File: src/rtl/spi_master_sequencer_if.sv
// Host-side request/response and SPI pin bundle for spi_master_sequencer.
// Start is a level request with no ready: the sequencer samples it only while idle, and Busy/Done report progress.
interface spi_master_sequencer_if #(
  parameter int FRAME_BITS = 16
);
  logic                  Start;
  logic [1:0]            SelectMode;
  logic [FRAME_BITS-1:0] TxData;
  logic                  MISO;
  logic                  Busy;
  logic                  Done;
  logic [FRAME_BITS-1:0] RxData;
  logic                  SS_n;
  logic                  SCLK;
  logic                  MOSI;

  modport master (
    input  Start, SelectMode, TxData, MISO,
    output Busy, Done, RxData, SS_n, SCLK, MOSI
  );

  modport slave (
    output Start, SelectMode, TxData, MISO,
    input  Busy, Done, RxData, SS_n, SCLK, MOSI
  );
endinterface

File: src/rtl/spi_master_sequencer.sv
// Single-frame SPI master sequencer: IDLE -> SETUP -> XFER -> HOLD, in any of the four SPI modes.
// All pin outputs are registered, so SCLK, SS_n and MOSI are glitch-free.
module spi_master_sequencer #(
  parameter int FRAME_BITS = 16,
  parameter int CLK_DIV    = 2
) (
  input  logic                   clk,
  input  logic                   Reset,
  spi_master_sequencer_if.master bus,
  output logic [1:0]             dbg_state
);
  localparam int EW = $clog2(2 * FRAME_BITS);
  localparam int DW = (CLK_DIV > 1) ? $clog2(CLK_DIV) : 1;
  localparam logic [EW-1:0] EDGE_LAST = EW'(2 * FRAME_BITS - 1);
  localparam logic [DW-1:0] DIV_LAST  = DW'(CLK_DIV - 1);

  localparam logic [1:0] ST_IDLE  = 2'd0;
  localparam logic [1:0] ST_SETUP = 2'd1;
  localparam logic [1:0] ST_XFER  = 2'd2;
  localparam logic [1:0] ST_HOLD  = 2'd3;

  logic [1:0]            state;
  logic [DW-1:0]         div_cnt;
  logic [EW-1:0]         edge_cnt;
  logic [1:0]            mode_q;
  logic [FRAME_BITS-1:0] tx_sr;
  logic [FRAME_BITS-1:0] rx_sr;
  logic [FRAME_BITS-1:0] rx_data_q;
  logic                  busy_q, done_q, ss_n_q, sclk_q, mosi_q;

  logic                  div_tick, edge_go, edge_lead, edge_shift, edge_sample;
  logic [EW-1:0]         edge_idx;

  // edge_cnt holds the index of the last SCLK edge issued; the tick after the
  // final edge spends the trailing half-period before HOLD begins.
  always_comb begin
    div_tick    = (div_cnt == DIV_LAST);
    edge_idx    = (state == ST_SETUP) ? '0 : edge_cnt + 1'b1;
    edge_go     = div_tick &&
                  ((state == ST_SETUP) || ((state == ST_XFER) && (edge_cnt != EDGE_LAST)));
    edge_lead   = ~edge_idx[0];
    edge_shift  = mode_q[0] ? edge_lead : (!edge_lead && (edge_idx != EDGE_LAST));
    edge_sample = mode_q[0] ? !edge_lead : edge_lead;
  end

  always_ff @(posedge clk or posedge Reset) begin
    if (Reset) begin
      state     <= ST_IDLE;
      div_cnt   <= '0;
      edge_cnt  <= '0;
      mode_q    <= 2'd0;
      tx_sr     <= '0;
      rx_sr     <= '0;
      rx_data_q <= '0;
      busy_q    <= 1'b0;
      done_q    <= 1'b0;
      ss_n_q    <= 1'b1;
      sclk_q    <= 1'b0;
      mosi_q    <= 1'b0;
    end else begin
      done_q  <= 1'b0;
      div_cnt <= ((state == ST_IDLE) || div_tick) ? '0 : div_cnt + 1'b1;

      case (state)
        ST_IDLE: begin
          sclk_q <= mode_q[1];
          mosi_q <= 1'b0;
          if (bus.Start) begin
            mode_q   <= bus.SelectMode;
            sclk_q   <= bus.SelectMode[1];
            ss_n_q   <= 1'b0;
            busy_q   <= 1'b1;
            edge_cnt <= '0;
            state    <= ST_SETUP;
            // CPHA=0 presents the MSB before the first edge; CPHA=1 waits for it.
            if (bus.SelectMode[0]) begin
              tx_sr  <= bus.TxData;
              mosi_q <= 1'b0;
            end else begin
              tx_sr  <= bus.TxData << 1;
              mosi_q <= bus.TxData[FRAME_BITS-1];
            end
          end
        end
        ST_SETUP: begin
          if (div_tick) state <= ST_XFER;
        end
        ST_XFER: begin
          if (div_tick && (edge_cnt == EDGE_LAST)) state <= ST_HOLD;
        end
        ST_HOLD: begin
          if (div_tick) begin
            ss_n_q    <= 1'b1;
            busy_q    <= 1'b0;
            done_q    <= 1'b1;
            rx_data_q <= rx_sr;
            mosi_q    <= 1'b0;
            state     <= ST_IDLE;
          end
        end
        default: state <= ST_IDLE;
      endcase

      if (edge_go) begin
        sclk_q   <= ~sclk_q;
        edge_cnt <= edge_idx;
        if (edge_shift) begin
          mosi_q <= tx_sr[FRAME_BITS-1];
          tx_sr  <= tx_sr << 1;
        end
        if (edge_sample) rx_sr <= {rx_sr[FRAME_BITS-2:0], bus.MISO};
      end
    end
  end

  assign bus.Busy   = busy_q;
  assign bus.Done   = done_q;
  assign bus.RxData = rx_data_q;
  assign bus.SS_n   = ss_n_q;
  assign bus.SCLK   = sclk_q;
  assign bus.MOSI   = mosi_q;
  assign dbg_state  = state;
endmodule

File: src/flat_wrapper.sv
// flat-port wrapper written by rule: the top's interface ports become plain ports
module spi_master_sequencer_flat 
#(
  parameter int FRAME_BITS = 16,
  parameter int CLK_DIV    = 2
)
  (clk, Reset, dbg_state, bus_Start, bus_SelectMode, bus_TxData, bus_MISO, bus_Busy, bus_Done, bus_RxData, bus_SS_n, bus_SCLK, bus_MOSI);
  spi_master_sequencer_if #(.FRAME_BITS(FRAME_BITS)) bus_i ();
  input  logic clk;
  input  logic Reset;
  output logic [1:0] dbg_state;
  input wire logic [$bits(bus_i.Start)-1:0] bus_Start;
  input wire logic [$bits(bus_i.SelectMode)-1:0] bus_SelectMode;
  input wire logic [$bits(bus_i.TxData)-1:0] bus_TxData;
  input wire logic [$bits(bus_i.MISO)-1:0] bus_MISO;
  output wire logic [$bits(bus_i.Busy)-1:0] bus_Busy;
  output wire logic [$bits(bus_i.Done)-1:0] bus_Done;
  output wire logic [$bits(bus_i.RxData)-1:0] bus_RxData;
  output wire logic [$bits(bus_i.SS_n)-1:0] bus_SS_n;
  output wire logic [$bits(bus_i.SCLK)-1:0] bus_SCLK;
  output wire logic [$bits(bus_i.MOSI)-1:0] bus_MOSI;
  assign bus_i.Start = bus_Start;
  assign bus_i.SelectMode = bus_SelectMode;
  assign bus_i.TxData = bus_TxData;
  assign bus_i.MISO = bus_MISO;
  assign bus_Busy = bus_i.Busy;
  assign bus_Done = bus_i.Done;
  assign bus_RxData = bus_i.RxData;
  assign bus_SS_n = bus_i.SS_n;
  assign bus_SCLK = bus_i.SCLK;
  assign bus_MOSI = bus_i.MOSI;
  spi_master_sequencer #(.FRAME_BITS(FRAME_BITS), .CLK_DIV(CLK_DIV)) u_core (.clk(clk), .Reset(Reset), .bus(bus_i), .dbg_state(dbg_state));
endmodule
File: config.mk
export PLATFORM = sky130hd
export DESIGN_NAME = spi_master_sequencer_flat
export DESIGN_NICKNAME = d
export VERILOG_FILES = /design/src/rtl/spi_master_sequencer_if.sv /design/src/rtl/spi_master_sequencer.sv /design/src/flat_wrapper.sv
export SDC_FILE = /design/constraint.sdc
export NUM_CORES = 1
export LEC_CHECK = 0
export ABC_AREA = 1
export CAP_MARGIN = 30
export CORE_MARGIN = 3
export CORE_UTILIZATION = 50
export DETAILED_ROUTE_END_ITERATION = 8
export PLACE_DENSITY = 0.71
export SLEW_MARGIN = 20
export SYNTH_ARGS = -nofsm -noshare
export SYNTH_HDL_FRONTEND = slang
export SYNTH_SLANG_ARGS = --single-unit
File: constraint.sdc
create_clock -name clk -period 2.3 [get_ports clk]
set_input_delay 0.345 -clock clk [delete_from_list [all_inputs] [get_ports clk]]
set_output_delay 0.345 -clock clk [all_outputs]
set_load 0.005 [all_outputs]
==> results.md, run 1 <==
- The flow ran to the end, and the final reports show no timing, DRC or antenna violations.
- The average routed wire per standard cell is 12.2 um.
- The number of failing hold endpoints at the final stage was 0.
- The largest individual stage delay along the critical path comes from the cell sky130_fd_sc_hd__dfrtp_1.
- The clock arrives with 10.2 ps of skew.
- After clock tree synthesis, the clock-pin slew on the worst setup and hold paths is 70 ps.
- The worst slew margin relative to its limit is 67.5%.
- The static power due to leakage is 1.69 nW.
- After synthesis the cells add up to 2980 um2.
- Synthesis inferred 63 register bits.
- In this design, the critical path's most frequently occurring cell is sky130_fd_sc_hd__nand2_1.
- Traced cell by cell, the critical path runs through ha_1 > nand2_1 > nor2_1 > ha_1 > nand2_1 > nor2_1 > nand2_1 > nor2_2 > nand2_2 > nand2_4 > nand2_1 > nand2_1.
- The share of total power in combinational logic is 39.3%.
- The share of the cycle needed by the critical path after routing is 87.7%.
- Once the clock tree was built, the resizer swapped 0 gates to a different size.
- At the end of routability-driven placement, the weighted congestion stood at 0.811.
- The detailed-route vias per instance is 5.07.
- For this block, the initial DRC count from the detailed router was 119.
- In the routed design, unresolved DRC markers number 0.
- The analysis attributes to net switching a power of 1.67 mW.
- The first detailed-routing pass ran for 4 iterations.
- After clock tree synthesis, the flow added hold-fix buffers numbering 0.
- The I/O pin count is 45.
- Summed over all instances, the cell type with the most area after synthesis is sky130_fd_sc_hd__dfrtp_1.
- The number of global-route vias before repair is 2,409.
- The largest net degree at the start of global routing is 46.
- Based on the critical path, the design can be clocked at up to 0.496 GHz.
- The internal portion of total power is 2.66 mW.
- The floorplan die area is 6910 um2.
- For this run, the number of Yosys warnings is 0.
- The critical path contains buffers and inverters numbering 0 combined.
- The die width is 83.1 um.
- The switching share of power is 38.6%.
- Grouping stages by cell kind, the critical path spends the most delay in simple AND/OR/NAND/NOR gates.
- The final-report max-slew violation count is 0.
- At the pin with the least slew margin, the transition time is 485 ps.
- The TritonCTS sink count is 63.
- The initial standard-cell utilization of the core is 52.7%.
- On the worst path, the slowest cell contributes a delay of 400 ps.
- Max-cap violations in this run came to 0.
- The count of inserted antenna diode cells is 0.
- The synthesized netlist cell count is 353.
- The antenna violation net count after detailed routing is 0.
- The worst min-delay path class is input pin to asynchronous set/reset pin.
- After synthesis, the cell types taking the most area are sky130_fd_sc_hd__dfrtp_1 (52%), sky130_fd_sc_hd__nand2_1 (12%), sky130_fd_sc_hd__o21ai_0 (8.9%).
- The total number of placement rows is 27.
- The clock insertion delay at the later pin of the skew report is 330 ps.
- The total number of vias is 2,412.
- For the worst setup path, the data arrival time is 2290 ps.
- The setup TNS is 0 ps.
- In this run the clock root is driven by a sky130_fd_sc_hd__clkbuf_8.
- The number of buffers added on ports is 44.
- Fill cells in the final layout number 477.
- Setup repair after global routing left no endpoint under its margin.
- The total grt overflow is 0.
- The final critical delay including setup and external delays is 2020 ps.
- The clock tree from TritonCTS is done.
- The maximum root-to-sink buffer count is 2.
- The number of endpoints failing setup at the final stage is 0.
- The post-route netlist has 9.16% of its cells at a drive strength greater than 1.
- In the final design database the tool counted 427 nets.
- The H-tree was split into 3 levels.
- The fraction of the yosys area taken by sequential cells is 53.0%.
- In this run, distinct cell masters in the synthesized netlist total 28.
- Relative to the synthesized area, the layout overhead comes to 23.0%.
- The wire length reported by the detailed router is 5790 um.
- The die is 83.1 um tall.
- Cells fill 64.9% of the core in the end.
- The number of post-CTS setup repair buffers is 0.
- The wire-length estimate of the detail-placed layout is 3890 um.
- The post-synth net total is 381.
- The class of the most critical setup path is flip-flop to flip-flop.
- The share of total power dissipated in the clock network is 20.1%.
- The first global-routing pass estimated 10,800 um of wire.
- Per report_power, the sequential group accounts for 40.6% of the total.
- The mean area per synthesized cell is 8.43 um2.
- For this run, the total global-route usage over all layers was measured as 18.7%.
- Counting the buffers created by CTS gives 9.
- The nature of the critical path endpoint is a flip-flop.
- The maximum fanout along the worst path is 18.
- The worst ir drop on vdd is 0.551 mV.
- In this run the biggest area consumer among cell types represents 52.1% of the synthesized area.
- The total area inside the core boundary comes to 5640 um2.
- The number of antenna violations at the first check in global routing came to 0.
- The startpoint kind of the worst setup timing path is a flip-flop.
- The reg-to-reg setup timing slack is 280 ps.
- The ratio of total power to cell area is 1180 nW/um2.
- The required time of the critical path is 2570 ps.
-- registers in the layout, summed over array words and instances, names as in the netlist --
| signal | cells |
|---|---|
| u_core.bus.RxData | 16 |
| u_core.rx_sr | 16 |
| u_core.tx_sr | 16 |
| u_core.edge_cnt | 5 |
| u_core.dbg_state | 2 |
| u_core.mode_q | 2 |
| u_core.bus.Busy | 1 |
| u_core.bus.Done | 1 |
| u_core.bus.MOSI | 1 |
| u_core.bus.SCLK | 1 |
| u_core.bus.SS_n | 1 |
| u_core.div_cnt | 1 |
-- cells by family after synthesis --
family	share of synthesized area [%]
AOI/OAI and AO/OA	14.3
buffers and inverters	6.98
DFF	53.0
xor gates and xnor gates	0.925
adders and majority gates	2.52
and+or+nand+nor	22.2
-- final cells by class --
| cell class | instances | area, um2 | area share, % |
|---|---|---|---|
| multi-input cells | 243 | 1190 | 32.5 |
| clock inverters | 6 | 43.8 | 1.20 |
| inverters | 32 | 123 | 3.35 |
| flip-flops and latches | 63 | 1580 | 43.1 |
| clock buffers | 10 | 138 | 3.76 |
| well taps | 72 | 90.1 | 2.46 |
| repair buffers | 50 | 498 | 13.6 |
-- cells in the mapped netlist, drive strengths merged --
master,n
a22oi,2
xor2,1
o21ai,74
o21a,1
o2111ai,1
nor2,28
inv,31
buf,9
clkbuf,6
a21oi,2
o31ai,1
clkinv,1
dfstp,1
nand2,101
dfrtp,62
o22ai,1
nand3,23
ha,6
or2,2
-- power by group through the flow --
stage          logic [mW]  registers [mW]  clock network (mW)
2_1_floorplan        1.24            1.71                   0
3_3_place_gp         1.68            1.76                   0
3_5_place_dp         1.71            1.77                   0
4_1_cts              1.72            1.76               0.898
5_1_grt              1.97            1.81               0.962
6_report             1.70            1.76               0.869
-- per-layer routing --
metal  vias to the layer above  global-route usage [%]  share of wire [%]
met4                         0                    7.73                1.4
met3                         9                    3.37                4.5
met1                      1118                    24.6                 49
met5                         -                       0                  0
li1                       1238                       -                  -
met2                        47                    30.5                 45
-- metrics by stage --
stage          total power, mW  hold WS (ps)  instance area [um2]  cells  worst slack, ps
2_1_floorplan             2.95           442                 2980    353              387
3_3_place_gp              3.45           457                 3480    460              346
3_5_place_dp              3.48           465                 3480    460              309
4_1_cts                   4.38           321                 3660    476              275
5_1_grt                   4.74           336                 3660    476              110
6_report                  4.32           318                 3660    476              283
-- worst paths after layout --
kind | depth (start not counted) | start | end
worst max-delay path | 12 | u_core.edge_cnt[0]$_DFFE_PP0P_ | u_core.tx_sr[13]$_DFF_PP0_
worst min-delay path | 2 | Reset | u_core.rx_sr[10]$_DFFE_PP0P_
worst max register to register | 12 | u_core.edge_cnt[0]$_DFFE_PP0P_ | u_core.tx_sr[13]$_DFF_PP0_
worst min register to register | 2 | u_core.bus.RxData[15]$_DFFE_PP0P_ | u_core.bus.RxData[15]$_DFFE_PP0P_
max in group asynchronous | 3 | Reset | u_core.tx_sr[5]$_DFF_PP0_
min in group clk | 2 | u_core.bus.RxData[15]$_DFFE_PP0P_ | u_core.bus.RxData[15]$_DFFE_PP0P_
-- cells in the final DEF, fill, tap and decap left out, types with 4 or more instances in the layout --
| cell | count |
|---|---|
| sky130_fd_sc_hd__nand2_4 | 4 |
| sky130_fd_sc_hd__o21ai_1 | 21 |
| sky130_fd_sc_hd__clkbuf_8 | 10 |
| sky130_fd_sc_hd__inv_1 | 29 |
| sky130_fd_sc_hd__nor2_1 | 26 |
| sky130_fd_sc_hd__buf_4 | 5 |
| sky130_fd_sc_hd__nand3_1 | 22 |
| sky130_fd_sc_hd__ha_1 | 6 |
| sky130_fd_sc_hd__clkdlybuf4s50_1 | 44 |
| sky130_fd_sc_hd__dfrtp_1 | 62 |
| sky130_fd_sc_hd__nand2_1 | 95 |
| sky130_fd_sc_hd__o21ai_0 | 53 |
-- worst reg2reg max path, delay by kind of cell, from the launching register on --
family | cells | cell delay (ps)
adder cells (fa/ha/maj) | 2 | 480
flip-flops | 1 | 400
AND/OR/NAND/NOR | 10 | 1060
No activity file was read; power rests on OpenSTA's default activity.
==> inputs of run 2 (changes only) <==
Settings changed: GPL_TIMING_DRIVEN set to 0.
==> results.md, run 2 (synthesized netlist as in run 1, its figures left out) <==
- Leaving out fill and tap cells, the most frequent cell in the layout is sky130_fd_sc_hd__nand2_1.
- The startpoint kind of the worst setup timing path is a flip-flop.
- In this run the standard cell core region covers 5640 um2.
- The number of post-CTS setup repair buffers is 0.
- The share of the cycle needed by the critical path after routing is 89.1%.
- The count of buffers added on input and output ports is 44.
- For the worst setup path, the data required time is 2520 ps.
- The TritonCTS sink count is 63.
- At the end of routability-driven placement, the weighted congestion stood at 0.809.
- Clock-pin slew was measured on the worst setup and hold paths at 70 ps.
- The final route contains 2,467 vias.
- The first TritonRoute pass finished after 4 iterations.
- The area of all placed cells without fillers is 3700 um2.
- The kind of cell with the highest combined delay on the critical path is simple AND/OR/NAND/NOR gates.
- The number of global-route vias before repair came to 2,385.
- The clock tree from TritonCTS is done.
- The wire length reported by the detailed router is 6210 um.
- 45 I/O pins were placed.
- The number of antenna violations at the first check in global routing is 0.
- The number of violations of the max-capacitance limit is 0.
- From left edge to right edge, the die measures 83.1 um.
- 0 antenna diodes ended up in the layout.
- Hold is met by 268 ps.
- The path class of the tightest hold or removal check is input pin to asynchronous set/reset pin.
- Data on the critical path arrives at its endpoint at 2270 ps.
- The worst slew margin relative to its limit is 65.6%.
- The worst setup path startpoint is u_core.edge_cnt[0]$_DFFE_PP0P_.
- The flow ran to the end, and the final reports show no timing, DRC or antenna violations.
- Of the cells placed in the final design, the portion with a size suffix greater than 1 is 9.66%.
- In the layout the commonest cells are sky130_fd_sc_hd__nand2_1 (95), sky130_fd_sc_hd__dfrtp_1 (62), sky130_fd_sc_hd__o21ai_0 (53).
- The overall global routing resource usage is 19.5%.
- The total grt overflow is 0.
- The ratio of total power to cell area is 1180 nW/um2.
- After detailed placement, the design holds a cell count of 470.
- The number of failing hold endpoints at the final stage is 0.
- In this run the critical register-to-register path is captured at u_core.tx_sr[12]$_DFF_PP0_.
- The area after detailed placement is 3540 um2.
- The nature of the critical path endpoint is a flip-flop.
- The worst ir drop on vdd is 0.585 mV.
- The most common cell type on the critical path is sky130_fd_sc_hd__nand2_1.
- The detailed-route vias per instance is 5.08.
- For this run, the share of the core covered by cells in the final layout is 65.6%.
- The detailed router finished its first iteration with 155 violations.
- The standard cell with the maximum stage delay on the critical path is sky130_fd_sc_hd__dfrtp_1.
- The total number of placement rows is 27.
- Summed over all cells, the static leakage comes to 1.71 nW.
- The clock period could shrink to 2050 ps.
- The worst-margin pin slew is 516 ps.
- The maximum fanout along the worst path is 10.
- The final non-filler cell total is 486.
- The first global-routing pass estimated 11,100 um of wire.
- The launching point of the worst reg2reg path is u_core.edge_cnt[0]$_DFFE_PP0P_.
- Setup violations remaining at the end of the flow were counted as 0.
- The setup TNS is 0 ps.
- In this run, CTS created clock tree buffers numbering 9.
- The setup check on the worst reg-to-reg path leaves a slack of 250 ps.
- The post-detailed-placement half-perimeter wirelength is 4390 um.
- The number of buffer and inverter stages on the critical path is 2.
- The worst clock skew is 4.76 ps.
- The clock insertion delay at the later pin of the skew report is 330 ps.
- The achievable clock frequency is 0.488 GHz.
- The count of instances resized after the clock tree is built is 0.
- The die is 83.1 um tall.
- Counting along the longest clock path gives a buffer depth of 2.
- At the placement stage, the worst setup path has a slack of 288 ps.
- Setup repair after global routing left no endpoint under its margin.
- The final-report max-slew violation count is 0.
- The worst setup path is of the flip-flop to flip-flop kind.
- For this run, the post-layout net count is 437.
- The hold-fix buffer count after cts is 0.
- The number of H-tree branching levels is 3.
- The critical path goes through ha_1 > nand2_1 > nor2_1 > ha_1 > inv_1 > nand2_1 > nand2_4 > nand2_4 > nor2_4 > nand2_4 > buf_6 > nand2_1 > nand2_1.
- The relative area change from synthesis to final layout is 24.4%.
- The antenna violation net count after detailed routing is 0.
- For the worst flop-to-flop path, the logic depth is 13.
- Entering global routing, the biggest net connects 56 pins.
- The tree is rooted in a sky130_fd_sc_hd__clkbuf_8.
- Power comes to 4.36 mW.
- For this run, design rule violations remaining after detail routing come to 0.
- In the final routed layout, each cell accounts on average for 12.8 um.
- The initial standard-cell utilization of the core is 52.7%.
- The stage delay of the slowest cell on the critical path is 400 ps.
- The worst setup slack after layout is 250 ps.
- The floorplan step defined a die boundary enclosing 6910 um2.
-- run 2: layer usage --
| metal | track usage, % | vias up | wire length, um |
|---|---|---|---|
| li1 | - | 1253 | - |
| met1 | 28.6 | 1158 | 3140 |
| met2 | 28.8 | 46 | 2770 |
| met3 | 3.67 | 10 | 203 |
| met4 | 7.58 | 0 | 100 |
| met5 | 0 | - | 0 |
-- run 2: cell type report --
| type | count | area, um2 |
|---|---|---|
| timing repair buffer | 45 | 468 |
| sequential | 63 | 1580 |
| clock inverter | 6 | 37.5 |
| clock buffer | 10 | 128 |
| multi-input combinational | 243 | 1190 |
| inverter | 32 | 125 |
| tap | 72 | 90.1 |
| fill | 500 | 1940 |
| buffer | 15 | 85.1 |
-- run 2: how the worst max path moves through the flow --
stage,end,slack [ps],cells past startpoint
3_5_place_dp,u_core.tx_sr[12]$_DFF_PP0_,290,13
6_report,u_core.tx_sr[12]$_DFF_PP0_,250,13
4_1_cts,u_core.tx_sr[12]$_DFF_PP0_,230,13
2_1_floorplan,u_core.bus.Busy$_DFFE_PP0P_,390,1
3_3_place_gp,u_core.tx_sr[5]$_DFF_PP0_,-720,2
5_1_grt,u_core.tx_sr[12]$_DFF_PP0_,100,13
-- run 2: power by group --
part | internal, mW | total, mW | switching (mW)
Combinational | 0.767 | 1.82 | 1.06
Clock | 0.387 | 0.815 | 0.428
Sequential | 1.50 | 1.73 | 0.223
-- run 2: worst reg2reg max path, stage by stage (launching register included) --
cell,delay (ps)
sky130_fd_sc_hd__dfrtp_1,400
sky130_fd_sc_hd__ha_1,210
sky130_fd_sc_hd__nand2_1,80
sky130_fd_sc_hd__nor2_1,50
sky130_fd_sc_hd__ha_1,170
sky130_fd_sc_hd__inv_1,50
sky130_fd_sc_hd__nand2_1,80
sky130_fd_sc_hd__nand2_4,90
sky130_fd_sc_hd__nand2_4,100
sky130_fd_sc_hd__nor2_4,280
sky130_fd_sc_hd__nand2_4,130
sky130_fd_sc_hd__buf_6,170
sky130_fd_sc_hd__nand2_1,70
sky130_fd_sc_hd__nand2_1,60
==> inputs of run 3 (changes only) <==
Settings changed: ABC_AREA 1 to not set.
==> results.md, run 3 <==
- In this run the vertical extent of the chip is 83.0 um.
- The tightest hold path in the finished design has a slack of 240 ps.
- The wire length of the first global-routing pass is 10,300 um.
- The number of global-route vias before repair is 2,089.
- The startpoint kind of the worst setup timing path is a flip-flop.
- For this run, design rule violations remaining after detail routing come to 0.
- The ratio of total power to cell area is 1200 nW/um2.
- The terminus of the critical flop-to-flop path is u_core.tx_sr[5]$_DFF_PP0_.
- The number of failing hold endpoints at the final stage is 0.
- The largest net degree at the start of global routing is 57.
- The share of the cycle needed by the critical path after routing is 96.3%.
- Routability-driven placement finished with a final weighted congestion of 0.770.
- The worst register-to-register path has a setup slack of 90 ps.
- Excluding fillers, the count of instances in the completed layout stands at 379.
- The clock insertion delay at the later pin of the skew report is 340 ps.
- After synthesis, the largest area contributor takes up 52.4% of total cell area.
- The floorplan step defined a die boundary enclosing 6880 um2.
- The fraction of the yosys area taken by sequential cells is 53.3%.
- The root buffer cell chosen for the clock tree is sky130_fd_sc_hd__clkbuf_8.
- In the layout the commonest cells are sky130_fd_sc_hd__dfrtp_1 (61), sky130_fd_sc_hd__mux2_2 (51), sky130_fd_sc_hd__clkdlybuf4s50_1 (43).
- The first detailed-routing pass ran for 4 iterations.
- The tool flagged a number of max-cap violations equal to 0.
- In this run the number of H-tree levels came out at 3.
- From synthesis to final layout, the design area changed by 28.0%.
- The number of buffers and inverters on the critical path is 1.
- In this run the core area contains 27 standard-cell rows.
- The static power due to leakage is 1.74 nW.
- The final-report max-slew violation count came to 0.
- The worst min-delay path class is input pin to asynchronous set/reset pin.
- The synthesized design contains 0 enable-type register cells.
- The commonest non-fill, non-tap cell in the layout is sky130_fd_sc_hd__dfrtp_1.
- The post-detailed-placement half-perimeter wirelength is 3830 um.
- The overall global routing resource usage is 18.5%.
- The number of cells on the critical path is 7.
- The maximum fanout along the worst path is 4.
- The worst-margin pin slew is 563 ps.
- The most common cell in the netlist is sky130_fd_sc_hd__dfrtp_1.
- The initial standard-cell utilization of the core is 52.8%.
- The average routed wire per standard cell is 14.8 um.
- The detail route stage leaves a number of antenna-violating nets equal to 0.
- The total instance count after detailed placement is 357.
- For the final database, setup skew stands at 12.3 ps.
- For this run, the number of Yosys warnings is 0.
- The signal on the critical path passes through ha_2 > and3_4 > ha_4 > nand4b_1 > o311ai_4 > buf_4 > mux2_2.
- The final net count is 330.
- In the final layout, the share of cells above drive strength 1 is 29.6%.
- The violation count after the first detailed-routing iteration is 120.
- The worst slew margin relative to its limit is 62.5%.
- The startpoint identified for the worst register-to-register timing path is u_core.edge_cnt[0]$_DFFE_PP0P_.
- The standard cell core area is 5610 um2.
- TritonCTS created 9 clock buffers.
- The final critical delay including setup and external delays is 2210 ps.
- In the routed layout, each cell is associated on average with a via count of 5.25.
- In the post-synthesis netlist, the biggest area contributors are sky130_fd_sc_hd__dfrtp_1 (52%), sky130_fd_sc_hd__mux2_2 (19%), sky130_fd_sc_hd__mux2i_1 (5.4%).
- Counting distinct cell types in the post-synthesis netlist gives 33.
- The total grt overflow is 0.
- The nature of the critical path endpoint is a flip-flop.
- Setup repair after global routing left no endpoint under its margin.
- The cell area after synthesis is 2960 um2.
- The post-route total power is 4.56 mW.
- The maximum root-to-sink buffer count is 2.
- At the worst endpoint, the required time is 2520 ps.
- Summing all placed instances gives a cell area of 3510 um2.
- With fillers left out, the area of the finished cells amounts to 3790 um2.
- In the synthesized netlist the dominant register cell turns out to be sky130_fd_sc_hd__dfrtp_1.
- The count of inserted antenna diode cells is 0.
- Derived from the worst setup path, the maximum achievable clock frequency is 0.452 GHz.
- The number of antenna violations at the first check in global routing is 0.
- The run finished with clean final reports.
- The standard cell with the maximum stage delay on the critical path is sky130_fd_sc_hd__dfrtp_2.
- The share of synthesized registers carrying an async set or reset is 100%.
- Buffers placed on the I/O ports in this run total 43.
- 45 I/O pins were placed.
- The TritonCTS sink count is 63.
- The worst-case IR drop observed on VDD is 0.613 mV.
- The worst reg2reg path depth is 7.
- For this run, the slowest stage of the critical path takes 410 ps.
- In this run, synthesis produced a sequential element count of 63.
- The total number of vias is 1,988.
- When the netlist entered floorplanning its net count stood at 269.
- STA puts the critical path data arrival time at 2440 ps.
- After technology mapping, the gate count stands at 241.
- The clock tree from TritonCTS is done.
- The kind of cell with the highest combined delay on the critical path is adder cells.
- The setup path with the least slack is of type flip-flop to flip-flop.
- The clock-pin slew on the worst setup and hold paths is 80 ps.
- The wire length reported by the detailed router is 5610 um.
- The setup TNS is 0 ps.
- The commonest cells after synthesis are sky130_fd_sc_hd__dfrtp_1 (62), sky130_fd_sc_hd__mux2_2 (51), sky130_fd_sc_hd__o21ai_0 (25), sky130_fd_sc_hd__nand2_1 (24), sky130_fd_sc_hd__mux2i_1 (16).
- In this run the horizontal extent of the chip is 83.0 um.
- Each instance of the synthesized netlist takes up on average 12.3 um2.
- The synthesized design spends more area on one cell type than any other, namely sky130_fd_sc_hd__dfrtp_1.
- The number of endpoints failing setup at the final stage is 0.
## run 3: worst max-delay path by stage
stage,from,slack (ps),endpoint
6_report,u_core.edge_cnt[0]$_DFFE_PP0P_,90,u_core.tx_sr[5]$_DFF_PP0_
5_1_grt,u_core.edge_cnt[0]$_DFFE_PP0P_,9,u_core.tx_sr[3]$_DFF_PP0_
4_1_cts,u_core.edge_cnt[0]$_DFFE_PP0P_,10,u_core.tx_sr[5]$_DFF_PP0_
3_5_place_dp,u_core.edge_cnt[0]$_DFFE_PP0P_,-290,u_core.rx_sr[6]$_DFFE_PP0P_
3_3_place_gp,Reset,-740,u_core.bus.RxData[1]$_DFFE_PP0P_
2_1_floorplan,u_core.edge_cnt[0]$_DFFE_PP0P_,9,u_core.tx_sr[10]$_DFF_PP0_
## run 3: cell families after synthesis
group / Yosys count / synth area share (%)
AO/OA/AOI/OAI: 36 / 8.07
multiplexers: 67 / 24.8
buffers and inverters: 20 / 3.04
XOR/XNOR: 2 / 0.592
AND/OR/NAND/NOR: 47 / 7.69
flip-flops: 63 / 53.3
adder cells (fa/ha/maj): 6 / 2.53
## run 3: report_power, final
group / switching, mW / internal, mW
sequential: 0.248 / 1.52
combinational: 0.784 / 1.06
clock: 0.448 / 0.499
## run 3: what timing repair did
item                       CTS  global route
gates cloned                 1             0
hold buffers                 0             0
setup endpoints to repair   27            35
pin swaps                    1             1
resized for setup            6             6
buffers inserted             5             0
## run 3: final cells by class
cell class | instances | area [um2]
Fill cell | 451 | 1820
Sequential cell | 63 | 1580
Multi-Input combinational cell | 158 | 1310
Timing Repair Buffer | 50 | 510
Clock buffer | 9 | 124
Tap cell | 72 | 90.1
Clock inverter | 7 | 73.8
Buffer | 13 | 70.1
Inverter | 7 | 28.8
## run 3: metrics by stage
step	utilization, %	setup slack, ps
CTS	67.2	12.1
global placement	62.1	-738
finish	67.6	85.9
detailed placement	62.6	-286
floorplan	-	8.52
global route	67.6	8.51
## run 3: per-layer routing
metal | global-route usage, % | up-vias | part of all wire [%]
met5 | 0 | - | 0
met3 | 6.15 | 11 | 5.2
li1 | - | 975 | -
met1 | 25.9 | 958 | 48
met4 | 7.28 | 0 | 1.9
met2 | 26.5 | 44 | 45
